$ cat src/rtl/mbc_pop_fifo.sv
`default_nettype none
// ============================================================================
// Module   : mbc_pop_fifo
// Brief    : Receive-side FIFO from the system bus to the memory bus
//            controller. Buffers 64-bit packets and presents them
//            first-word-fall-through. It also reports sticky overflow,
//            underflow and end-of-boot flags.
// Options  : `define MBC_FIFO_AFULL_EN to build the almost_full comparator.
//            Without it, almost_full is tied low.
// Revision : 1.0 - initial release
// ============================================================================
module mbc_pop_fifo #(
  parameter int DEPTH     = 8,
  parameter int AW        = $clog2(DEPTH),
  parameter int AF_MARGIN = 2
) (
  input  logic          clk,
  input  logic          reset,
  input  logic [63:0]   d_in,
  input  logic          psh_in,
  input  logic          pop,
  output logic [63:0]   d_pop,
  output logic          pndng,
  output logic          full,
  output logic          almost_full,
  output logic [AW:0]   count,
  output logic          ovf,
  output logic          udf,
  output logic          boot_done
);

  // Elaboration-time sanity checks on the configuration.
  if (DEPTH < 2 || (1 << AW) != DEPTH) begin : g_bad_depth
    $error("mbc_pop_fifo: DEPTH must be a power of two >= 2");
  end
  if (AF_MARGIN < 1 || AF_MARGIN >= DEPTH) begin : g_bad_margin
    $error("mbc_pop_fifo: AF_MARGIN must satisfy 1 <= AF_MARGIN < DEPTH");
  end

  logic [63:0]   mem [DEPTH];
  logic [AW-1:0] wp;
  logic [AW-1:0] rp;
  logic [AW:0]   cnt;
  logic          pop_acc;
  logic          push_acc;
  logic          head_is_boot_end;

  assign pndng    = (cnt != '0);
  assign full     = (cnt == (AW+1)'(DEPTH));
  assign count    = cnt;
  assign d_pop    = pndng ? mem[rp] : 64'h0;

  // A pop is only honoured when there is something to pop. A push into a
  // full FIFO is still legal if the head leaves on the same edge.
  assign pop_acc  = pop & pndng;
  assign push_acc = psh_in & (~full | pop_acc);

  // End-of-boot packet: source SPI/boot (01) and command 3.
  assign head_is_boot_end = (d_pop[61:60] == 2'b01) && (d_pop[59:57] == 3'd3);

`ifdef MBC_FIFO_AFULL_EN
  assign almost_full = (cnt >= (AW+1)'(DEPTH - AF_MARGIN));
`else
  assign almost_full = 1'b0;
`endif

  // Storage array: written on accepted pushes only. It is never cleared.
  always_ff @(posedge clk) begin
    if (reset && push_acc) begin
      mem[wp] <= d_in;
    end
  end

  // Pointers, occupancy and sticky status flags.
  always_ff @(posedge clk) begin
    if (!reset) begin
      wp        <= '0;
      rp        <= '0;
      cnt       <= '0;
      ovf       <= 1'b0;
      udf       <= 1'b0;
      boot_done <= 1'b0;
    end else begin
      if (push_acc) begin
        wp <= wp + AW'(1);
      end
      if (pop_acc) begin
        rp <= rp + AW'(1);
      end
      case ({push_acc, pop_acc})
        2'b10:   cnt <= cnt + (AW+1)'(1);
        2'b01:   cnt <= cnt - (AW+1)'(1);
        default: cnt <= cnt;
      endcase
      if (psh_in && full && !pop_acc) begin
        ovf <= 1'b1;
      end
      if (pop && !pndng) begin
        udf <= 1'b1;
      end
      if (pop_acc && head_is_boot_end) begin
        boot_done <= 1'b1;
      end
    end
  end

endmodule
`default_nettype wire

$ cat config.mk
export PLATFORM = sky130hd
export DESIGN_NAME = mbc_pop_fifo
export DESIGN_NICKNAME = d
export VERILOG_FILES = /design/src/rtl/mbc_pop_fifo.sv
export SDC_FILE = /design/constraint.sdc
export NUM_CORES = 1
export LEC_CHECK = 0
export CORE_UTILIZATION = 50
export DETAILED_ROUTE_END_ITERATION = 10
export PLACE_DENSITY = 0.74
export SYNTH_ARGS = -nofsm -noshare
export SYNTH_HDL_FRONTEND = slang
export SYNTH_SLANG_ARGS = --single-unit
$ cat constraint.sdc
create_clock -name clk -period 11.4 [get_ports clk]
set_input_delay 1.71 -clock clk [delete_from_list [all_inputs] [get_ports clk]]
set_output_delay 1.71 -clock clk [all_outputs]
set_load 0.01 [all_outputs]
* Word level (Yosys, flattened, before mapping) *
Memory sizes are Yosys's and may differ from the RTL's. A register that Yosys moved wholly into a read port is not among the register bits.
Index checks and enable logic that the tools add are counted.

storage, ports and cells
  flip-flop bits (word level) = 13
  RAM bits = 512
  bits of input ports = 68
  word-level logic and storage cells = 36
  memories kept = 1

memories
  memory  depth  width  read ports  clocked after memory_dff  write ports  RTL line  source
  mem     8      64     1           1                         1            40        logic [63:0] mem [DEPTH];

operators by class
  $add $sub $neg = 4
  eq/ne operators = 5
  multiplexer cells = 6
  bitwise gates (word level) = 4
  reductions and logical operators = 10

operators by type and width
  cell                                                                   count
  64-bit 2-to-1 mux                                                      1
  4-bit one-hot mux with 2 select lines                                  1
  3-bit by 1-bit adder with 3-bit output, second input constant          2
  1-bit logical AND                                                      6
  3-bit 2-to-1 mux                                                       2
  4-bit by 1-bit adder with 4-bit output, second input constant          1
  2-bit by 1-bit equality test with 1-bit output, second input constant  2
  4-bit equality test, second input constant                             1
  4-bit nonzero test                                                     1
  4-bit by 1-bit subtractor with 4-bit output, second input constant     1
  3-bit by 2-bit equality test with 1-bit output, second input constant  1
  1-bit AND                                                              2
  2-bit equality test, second input constant                             1
  1-bit logical NOT                                                      2
  1-bit 2-to-1 mux                                                       2
  2-bit nonzero test                                                     1
  1-bit NOT                                                              1
  1-bit OR                                                               1

* Depth between registers and ports, before layout *
Gate-level depths: netlist of the first run.

  word-level depth = 7
  gate-level depth with buffers = 9

* Worst setup path after synthesis of the first run *
OpenSTA, ideal clock, no wires.

  kind = in2reg
  start = input port psh_in
  end = memory mem[0][0], enable pin
  setup time = 0.565 ns
  data arrival time = 6.818 ns
  setup slack = 4.018 ns
  stages = 4
  cell sequence = clkbuf_1 o21ai_1 or2_1 nor3_1

between the ends
  word-level cells in the longest chain between the ends = 4

RTL lines
  item                                    RTL line  source
  start, declared                         20        input logic psh_in,
  1-bit AND                               56        assign push_acc = psh_in & (~full | pop_acc);
  1-bit logical AND                       69        if (reset && push_acc) begin
  1-bit 2-to-1 mux                        69
  1-bit 2-to-1 mux (implied by the code)  70        mem[wp] <= d_in;
  end, declared                           40

Every way passes these cells.

==> run metrics, run 1 <==
status=finished clean; Initial DRC Count=624; DRT Pass-1 Iters=5; Reg clk slew, reported paths=roughly 60 ps; Inst Count DP=between 1.5k and 2k; port bufs=140; largest fanout on the critical path=72; Die X=about 200 um; number of global-route vias before repair=between 9k and 10k; endpoint class of the critical path=primary output; drt drc=0; synth cell count leaders=512 x edfxtp_1, 125 x mux4_2, 76 x nor2_1, 67 x mux2i_1, 23 x buf_2; Post-synth EDFFs=512; Max Clock Skew=roughly 22 ps; Post-DRT Antenna Nets=0; Final Util=0.594; global-route wire length before repair=between 50000 and 60000 um; die area=0.0414 sq mm; RSZ-0062 raised after global routing=false; Post-DP Area=around 0.022 sq mm; top post-synthesis cells by area=edfxtp_1 76%, mux4_2 14%, mux2i_1 3.3%; fin crit period=roughly 5800 ps; I/O Pins=between 100 and 150; pwr dens=191 mW/mm^2; worst vdd ir=0.103 mV; Final Hold Fails=0; share of the synthesized area in the top cell type=0.758; Fin Setup TNS=0 ps; Die Span Y=between 200 and 250 um; Leak Pwr=just over 0.007 uW; WS Path Type=flip-flop to primary output; Post-Synthesis Cells=about 910; share of synthesized registers carrying an async set or reset=0; Hold Crit Class=flip-flop to flip-flop; nets=between 1k and 1.5k; Hold Startpoint=udf; placer congestion estimate=between 0.7 and 0.8; Hold-fix buffers, CTS=0; max-cap viol count=0; Synth warnings=0; Reg2Reg Depth=5; Critical Path RT=around 9700 ps; initial core utilization=0.508; Max Clock Freq=173 MHz; fraction of layout cells with a size suffix above 1=0.202; final WL=approximately 39000 um; post-synthesis sequential area ratio=0.773; Simple-Gate Fraction of Synth Area=0.0248; WHS Endpoint=udf; Worst slew margin=0.280; Data arrival, critical path=slightly above 4000 ps; setup violators final=0; GRT Resource Usage Total=0.193; RR Startpoint=count[1]; CTS Buffer Depth=3; cell taking the most area after synthesis=edfxtp_1; DR WL/cell=23.8 um; Num CTS Buffers=49; Final Cell Area=approximately 0.024 sq mm; Tightest Pin Transition=1080 ps; Synth Area in XOR/XNOR=0.00173; Cells on Worst Hold Path=2; Critical Path Start Type=flip-flop; Row Count=between 70 and 80; Synth Area in Adders=0.00185; main combinational cell family by area after synthesis=multiplexers; largest net degree at the start of global routing=73; vias per inst=between 5 and 6; H-tree levels=2; Area Overhead vs Synth=16.9%; Mapped Area=0.0203 sq mm; reg-to-reg slack, setup=between 7000 and 8000 ps; top_reg_cell synth=edfxtp_1; FF+latch count, synth=approximately 530; ratio of final minimum period to clock period=0.508; via count=between 9k and 10k; fin cells=roughly 1.6k; later-pin clock latency in the skew report=roughly 560 ps; CTS sink count=approximately 530; Overflow after GRT=0; initial antenna violation count=2; syn avg cell area=about 22 sq um; worst r2r dst=mem[4][21]; post-synthesis compound-gate area fraction=0.00635; Slew Limit Fails=0; mux share of post-synthesis cell area=0.176; Clock Tree Root=clkbuf_16; setup bufs post-CTS=0; Yosys cell types=43; count leader, synth=edfxtp_1; core footprint=approximately 0.04 sq mm; CTS tree=yes; syn nets=979; Resized cells post-CTS=0; Post-DP HPWL=21000 um; antenna cells=0
[cell type report]
| class | count | area, sq um |
|---|---|---|
| fill | 2771 | 16200 |
| sequential | 528 | 15700 |
| multi-input combinational | 329 | 4320 |
| timing repair buffer | 155 | 1510 |
| clock buffer | 67 | 1360 |
| tap | 525 | 657 |
| clock inverter | 24 | 164 |
| inverter | 2 | 7.51 |
[how the worst max path moves through the flow]
stage                           end  slack, ps  cells past startpoint
after floorplan           mem[0][0]       4020                      4
after global placement    d_pop[60]       6130                      5
after detailed placement  d_pop[60]       6110                      5
after CTS                 d_pop[60]       5510                      5
after global routing      d_pop[60]       5410                      5
final                     d_pop[60]       5610                      5
[report_power, final]
part           leakage [uW]  total, uW  switching [uW]  internal [uW]
combinational       0.00171        779             354            425
sequential          0.00476       2220            62.2           2160
clock              0.000747       1540             658            877
total               0.00722       4540            1070           3460
[placed cells by master, fill, tap and decap left out, drive strengths merged, types with 2 or more instances in the layout]
| cell type | n |
|---|---|
| a21oi | 5 |
| buf | 15 |
| bufinv | 2 |
| clkbuf | 67 |
| clkdlybuf4s50 | 140 |
| clkinv | 20 |
| dfxtp | 16 |
| edfxtp | 512 |
| ha | 3 |
| inv | 3 |
| mux2i | 67 |
| mux4 | 128 |
| nand2 | 6 |
| nand2b | 4 |
| nand3 | 5 |
| nand3b | 2 |
| nor2 | 76 |
| nor3 | 6 |
| nor4b | 2 |
| o211ai | 2 |
| o21ai | 2 |
| xor2 | 4 |
[critical path, cell delays in order, from the launching register on]
cell and delay (ps):
dfxtp_4 910, buf_4 950, mux4_1 660, mux2i_1 310, nor2_1 70, clkdlybuf4s50_1 520
[stage by stage]
| step | hold slack [ps] | power, uW | setup slack, ps |
|---|---|---|---|
| 2_1_floorplan | 454 | 2740 | 4020 |
| 3_3_place_gp | 454 | 3050 | 6130 |
| 3_5_place_dp | 487 | 3060 | 6110 |
| 4_1_cts | 501 | 4590 | 5510 |
| 5_1_grt | 514 | 4710 | 5410 |
| 6_report | 493 | 4540 | 5610 |
[cell families after synthesis]
family | count (synthesis)
flip-flops | 528
multiplexers | 195
AND/OR/NAND/NOR | 109
buffers and inverters | 51
AO/OA/AOI/OAI | 17
XOR/XNOR | 4
adder cells (fa/ha/maj) | 3
other | 1
[per-layer routing]
| metal | part of all wire | routed length (um) | global-route usage |
|---|---|---|---|
| met1 | 0.43 | 16700 | 0.268 |
| met2 | 0.50 | 19400 | 0.323 |
| met3 | 0.052 | 2040 | 0.0320 |
| met4 | 0.017 | 673 | 0.0470 |
| met5 | 0.00067 | 26 | 0 |
[state kept, by name (all words and copies together) (netlist names), named ones only]
signal     flops
mem          512
ovf            1
count          4
boot_done      1
udf            1
rp             3
wp             3
No activity file was read; power rests on OpenSTA's default activity.
==> inputs of run 2 (changes only) <==
==> constraint.sdc (replaced) <==
create_clock -name clk -period 5.5 [get_ports clk]
set_input_delay 0.825 -clock clk [delete_from_list [all_inputs] [get_ports clk]]
set_output_delay 0.825 -clock clk [all_outputs]
set_load 0.01 [all_outputs]
==> run metrics, run 2 (synthesis gave the netlist of run 1 again) <==
Hold Crit Class=flip-flop to flip-flop; ratio of final minimum period to clock period=0.749; global-route wire length before repair=57200 um; vias per inst=about 5.6; Hold Startpoint=udf; port bufs=140; Post-DP HPWL=a little over 20000 um; Worst slew margin=0.245; WHS Endpoint=udf; Clock Tree Root=clkbuf_16; setup violators final=0; Row Count=73; Slew Limit Fails=0; Biggest register=mem; Inst Count DP=around 1.5k; worst vdd ir=0.261 mV; Max Clock Freq=~240 MHz; via count=just over 9k; busiest grt layer=met2; worst r2r dst=mem[2][23]; commonest cells after routing, fill and taps aside=512 x edfxtp_1, 140 x clkdlybuf4s50_1, 125 x mux4_2; Post-DRT Antenna Nets=0; later-pin clock latency in the skew report=around 560 ps; Tightest Pin Transition=1130 ps; antenna cells=0; number of flip-flops in the largest register=around 510; drt drc=0; die area=0.0414 sq mm; endpoint class of the critical path=primary output; Resized cells post-CTS=0; Fin Setup TNS=0 ps; Die Span Y=between 200 and 250 um; I/O Pins=142; fraction of layout cells with a size suffix above 1=0.212; DRT Pass-1 Iters=5; fin cells=between 1.5k and 2k; Final Hold Fails=0; largest net degree at the start of global routing=between 60 and 70; status=finished clean; core footprint=0.0399 sq mm; Reg2Reg Depth=5; Hold-fix buffers, CTS=0; fillers=approximately 2.8k; Critical Path Start Type=flip-flop; RR Startpoint=count[1]; Multi-input gate area=approximately 0.0043 sq mm; Data arrival, critical path=around 3300 ps; DR WL/cell=around 23 um; largest fanout on the critical path=41; reg-to-reg slack, setup=~2600 ps; Critical Path RT=between 4000 and 5000 ps; Post-DP Area=between 0.02 and 0.025 sq mm; initial core utilization=0.508; CTS tree=yes; nets=1143; leading cell type in the layout, fill and taps excluded=edfxtp_1; Reg clk slew, reported paths=60 ps; met1 Use GR=0.261; Final Cell Area=approximately 0.024 sq mm; Die X=just over 200 um; Area Overhead vs Synth=18.0%; Leak Pwr=0.00731 uW; Num CTS Buffers=51; Final Util=0.600; initial antenna violation count=1; Cells on Worst Hold Path=2; GRT Resource Usage Total=0.188; number of global-route vias before repair=between 9k and 10k; global-route track usage on met3=0.0313; Initial DRC Count=around 630; Max Clock Skew=approximately 9 ps; WS Path Type=flip-flop to primary output; Sequential cell area=0.0157 sq mm; final WL=38000 um; fin crit period=about 4100 ps; placer congestion estimate=about 0.7; RSZ-0062 raised after global routing=false; CTS Buffer Depth=3; CTS sink count=528; pwr dens=about 400 mW/mm^2; H-tree levels=2; max-cap viol count=0; Overflow after GRT=0; setup bufs post-CTS=0; routing usage on met2=0.313
## run 2: changes by cell type in the layout (fill, tap and decap cells not counted), moves of 2 or more
| cell | previous run | this run |
|---|---|---|
| clkbuf_1 | 14 | 9 |
| buf_12 | 0 | 4 |
| bufinv_16 | 2 | 5 |
| clkbuf_16 | 51 | 53 |
| clkbuf_8 | 2 | 0 |
| clkinv_2 | 10 | 12 |
| clkinv_4 | 0 | 2 |
| nor3_2 | 4 | 2 |
| nor3_4 | 0 | 2 |
## run 2: worst max-delay path by stage
stage	from	to	cells after the start
after global routing	flip-flop	d_pop[15]	5
final	flip-flop	d_pop[17]	5
after CTS	flip-flop	d_pop[5]	5
after global placement	flip-flop	d_pop[5]	5
after detailed placement	pop	mem[2][25]	6
after floorplan	psh_in	mem[5][0]	3
## run 2: through the flow
stage	hold slack (ps)	power [uW]	worst slack, ps
finish	469	9610	1380
global route	497	10000	1140
CTS	476	9730	1250
detailed placement	463	6370	1800
global placement	459	6350	1860
floorplan	454	5680	-785
## run 2: power breakdown
group          internal (uW)  total (uW)  switching, uW
registers               4480        4590            118
logic                    902        1650            744
clock network           1990        3370           1380
total                   7370        9610           2250
## run 2: critical path, cell delays in order (launching register included)
cell and delay [ps]:
dfxtp_4 880, buf_12 400, mux4_2 550, mux2i_1 270
nor2_1 70, clkdlybuf4s50_1 500
## run 2: per-layer routing
layer,vias up,wire length [um]
li1,4092,-
met1,4820,16600
met2,212,19100
met3,56,1740
met4,2,620
met5,-,13
## run 2: area by class of cell
type / instances / area share
Clock inverter: 30 / 0.0115
Timing Repair Buffer: 160 / 0.0669
Clock buffer: 62 / 0.0568
Inverter: 2 / 0.000314
Sequential cell: 528 / 0.656
Multi-Input combinational cell: 329 / 0.181
Tap cell: 525 / 0.0274
==> inputs of run 3 (changes only) <==
==> constraint.sdc (replaced) <==
create_clock -name clk -period 4.3 [get_ports clk]
set_input_delay 0.645 -clock clk [delete_from_list [all_inputs] [get_ports clk]]
set_output_delay 0.645 -clock clk [all_outputs]
set_load 0.01 [all_outputs]
==> run metrics, run 3 (synthesis gave the netlist of run 1 again) <==
status=finished clean; Overflow after GRT=0; Leak Pwr=around 0.0073 uW; endpoint class of the critical path=primary output; RR Startpoint=count[1]; fin crit period=roughly 3700 ps; Resized cells post-CTS=0; Max Clock Skew=just under 20 ps; largest stage delay on the critical path=~680 ps; DRT Pass-1 Iters=4; Tightest Pin Transition=roughly 770 ps; final WL=39100 um; worst vdd ir=between 0.3 and 0.4 mV; largest fanout on the critical path=between 50 and 60; Critical Path Start Type=flip-flop; Critical Path RT=around 3700 ps; Fin Setup TNS=0 ps; largest net degree at the start of global routing=68; Clock Tree Root=clkbuf_16; initial antenna violation count=3; reg-to-reg slack, setup=~1600 ps; Reg clk slew, reported paths=60 ps; core footprint=~0.040 sq mm; Max Clock Freq=271 MHz; Initial DRC Count=between 700 and 800; Worst slew margin=0.489; Post-DP Area=about 0.022 sq mm; Num CTS Buffers=52; Slowest cell on crit path=buf_4; CTS sink count=528; Data arrival, critical path=between 3000 and 4000 ps; setup violators final=0; CTS tree=yes; commonest cells after routing, fill and taps aside=512 x edfxtp_1, 140 x clkdlybuf4s50_1, 125 x mux4_2; CTS Buffer Depth=3; port bufs=140; Die X=203 um; DR WL/cell=approximately 24 um; Post-DRT Antenna Nets=0; fraction of layout cells with a size suffix above 1=0.208; Die Span Y=between 200 and 250 um; die area=between 0.04 and 0.05 sq mm; global-route wire length before repair=a little under 60000 um; critical-path cell list=buf_4, mux4_2, mux2i_1, nor2_1, clkdlybuf4s50_1; setup bufs post-CTS=0; Reg2Reg Depth=5; WS Path Type=flip-flop to primary output; Final Cell Area=between 0.02 and 0.025 sq mm; Hold Crit Class=flip-flop to flip-flop; Post-DP HPWL=21000 um; Hold-fix buffers, CTS=0; vias per inst=between 5 and 6; pwr dens=approximately 500 mW/mm^2; nets=1146; Area Overhead vs Synth=18.2%; RSZ-0062 raised after global routing=false; GRT Resource Usage Total=0.196; leading cell type in the layout, fill and taps excluded=edfxtp_1; ratio of final minimum period to clock period=0.857; Hold Startpoint=udf; drt drc=0; placer congestion estimate=between 0.7 and 0.8; Biggest register=mem; I/O Pins=between 100 and 150; H-tree levels=2; WHS Endpoint=udf; number of flip-flops in the largest register=a little over 500; Cells on Worst Hold Path=2; later-pin clock latency in the skew report=600 ps; Slew Limit Fails=0; initial core utilization=0.508; via count=between 9k and 10k; worst r2r dst=mem[0][26]; Row Count=73; fillers=between 2k and 3k; max-cap viol count=0; number of global-route vias before repair=9835; Final Hold Fails=0
==> run 3: changes by cell type in the layout (fill, tap and decap cells not counted), moves of 3 or more <==
cell       previous run  this run
buf_12                4        11
buf_4                16        11
bufinv_16             5         2
clkinv_1              9        14
==> run 3: worst max path at each step <==
stage,slack (ps),start,to
final,610,flip-flop,d_pop[63]
after global routing,470,flip-flop,d_pop[63]
after CTS,560,flip-flop,d_pop[63]
after detailed placement,930,pop,mem[0][25]
after global placement,1000,pop,mem[0][25]
after floorplan,-1810,psh_in,mem[1][0]
==> run 3: power breakdown <==
part / switching (uW) / internal, uW / total (uW)
logic: 1050 / 1160 / 2210
clock network: 1830 / 2380 / 4210
registers: 67.1 / 5730 / 5790
==> run 3: final cells by class <==
class,instances,area [sq um],share of cell area
repair buffers,162,1700,0.0710
clock buffers,64,1370,0.0570
inverters,2,7.51,0.000313
diodes,1,2.50,0.000104
multi-input cells,329,4340,0.181
flip-flops and latches,528,15700,0.655
clock inverters,30,213,0.00887
well taps,525,657,0.0274
==> run 3: worst max-delay path: cells and delay by family, from the launching register on <==
kind | cells | cell delay (ps)
buf+inv | 2 | 1270
simple gates | 1 | 230
flops | 1 | 530
mux | 2 | 410
==> run 3: metrics by stage <==
step | util | setup WS (ps) | std cells | hold WS [ps] | power (uW)
2_1_floorplan | - | -1810 | 908 | 454 | 7270
6_report | 0.601 | 615 | 1641 | 470 | 12200
3_5_place_dp | 0.561 | 933 | 1546 | 464 | 8160
3_3_place_gp | 0.561 | 996 | 1546 | 454 | 8130
4_1_cts | 0.601 | 558 | 1640 | 480 | 12400
5_1_grt | 0.601 | 471 | 1640 | 503 | 12700
==> run 3: per-layer routing <==
metal  wire length, um  vias up  global-route usage
li1                  -     4101                   -
met1             16300     4919               0.260
met2             19800      254               0.332
met3              2270       56              0.0364
met4               723        6              0.0559
met5                41        -                   0
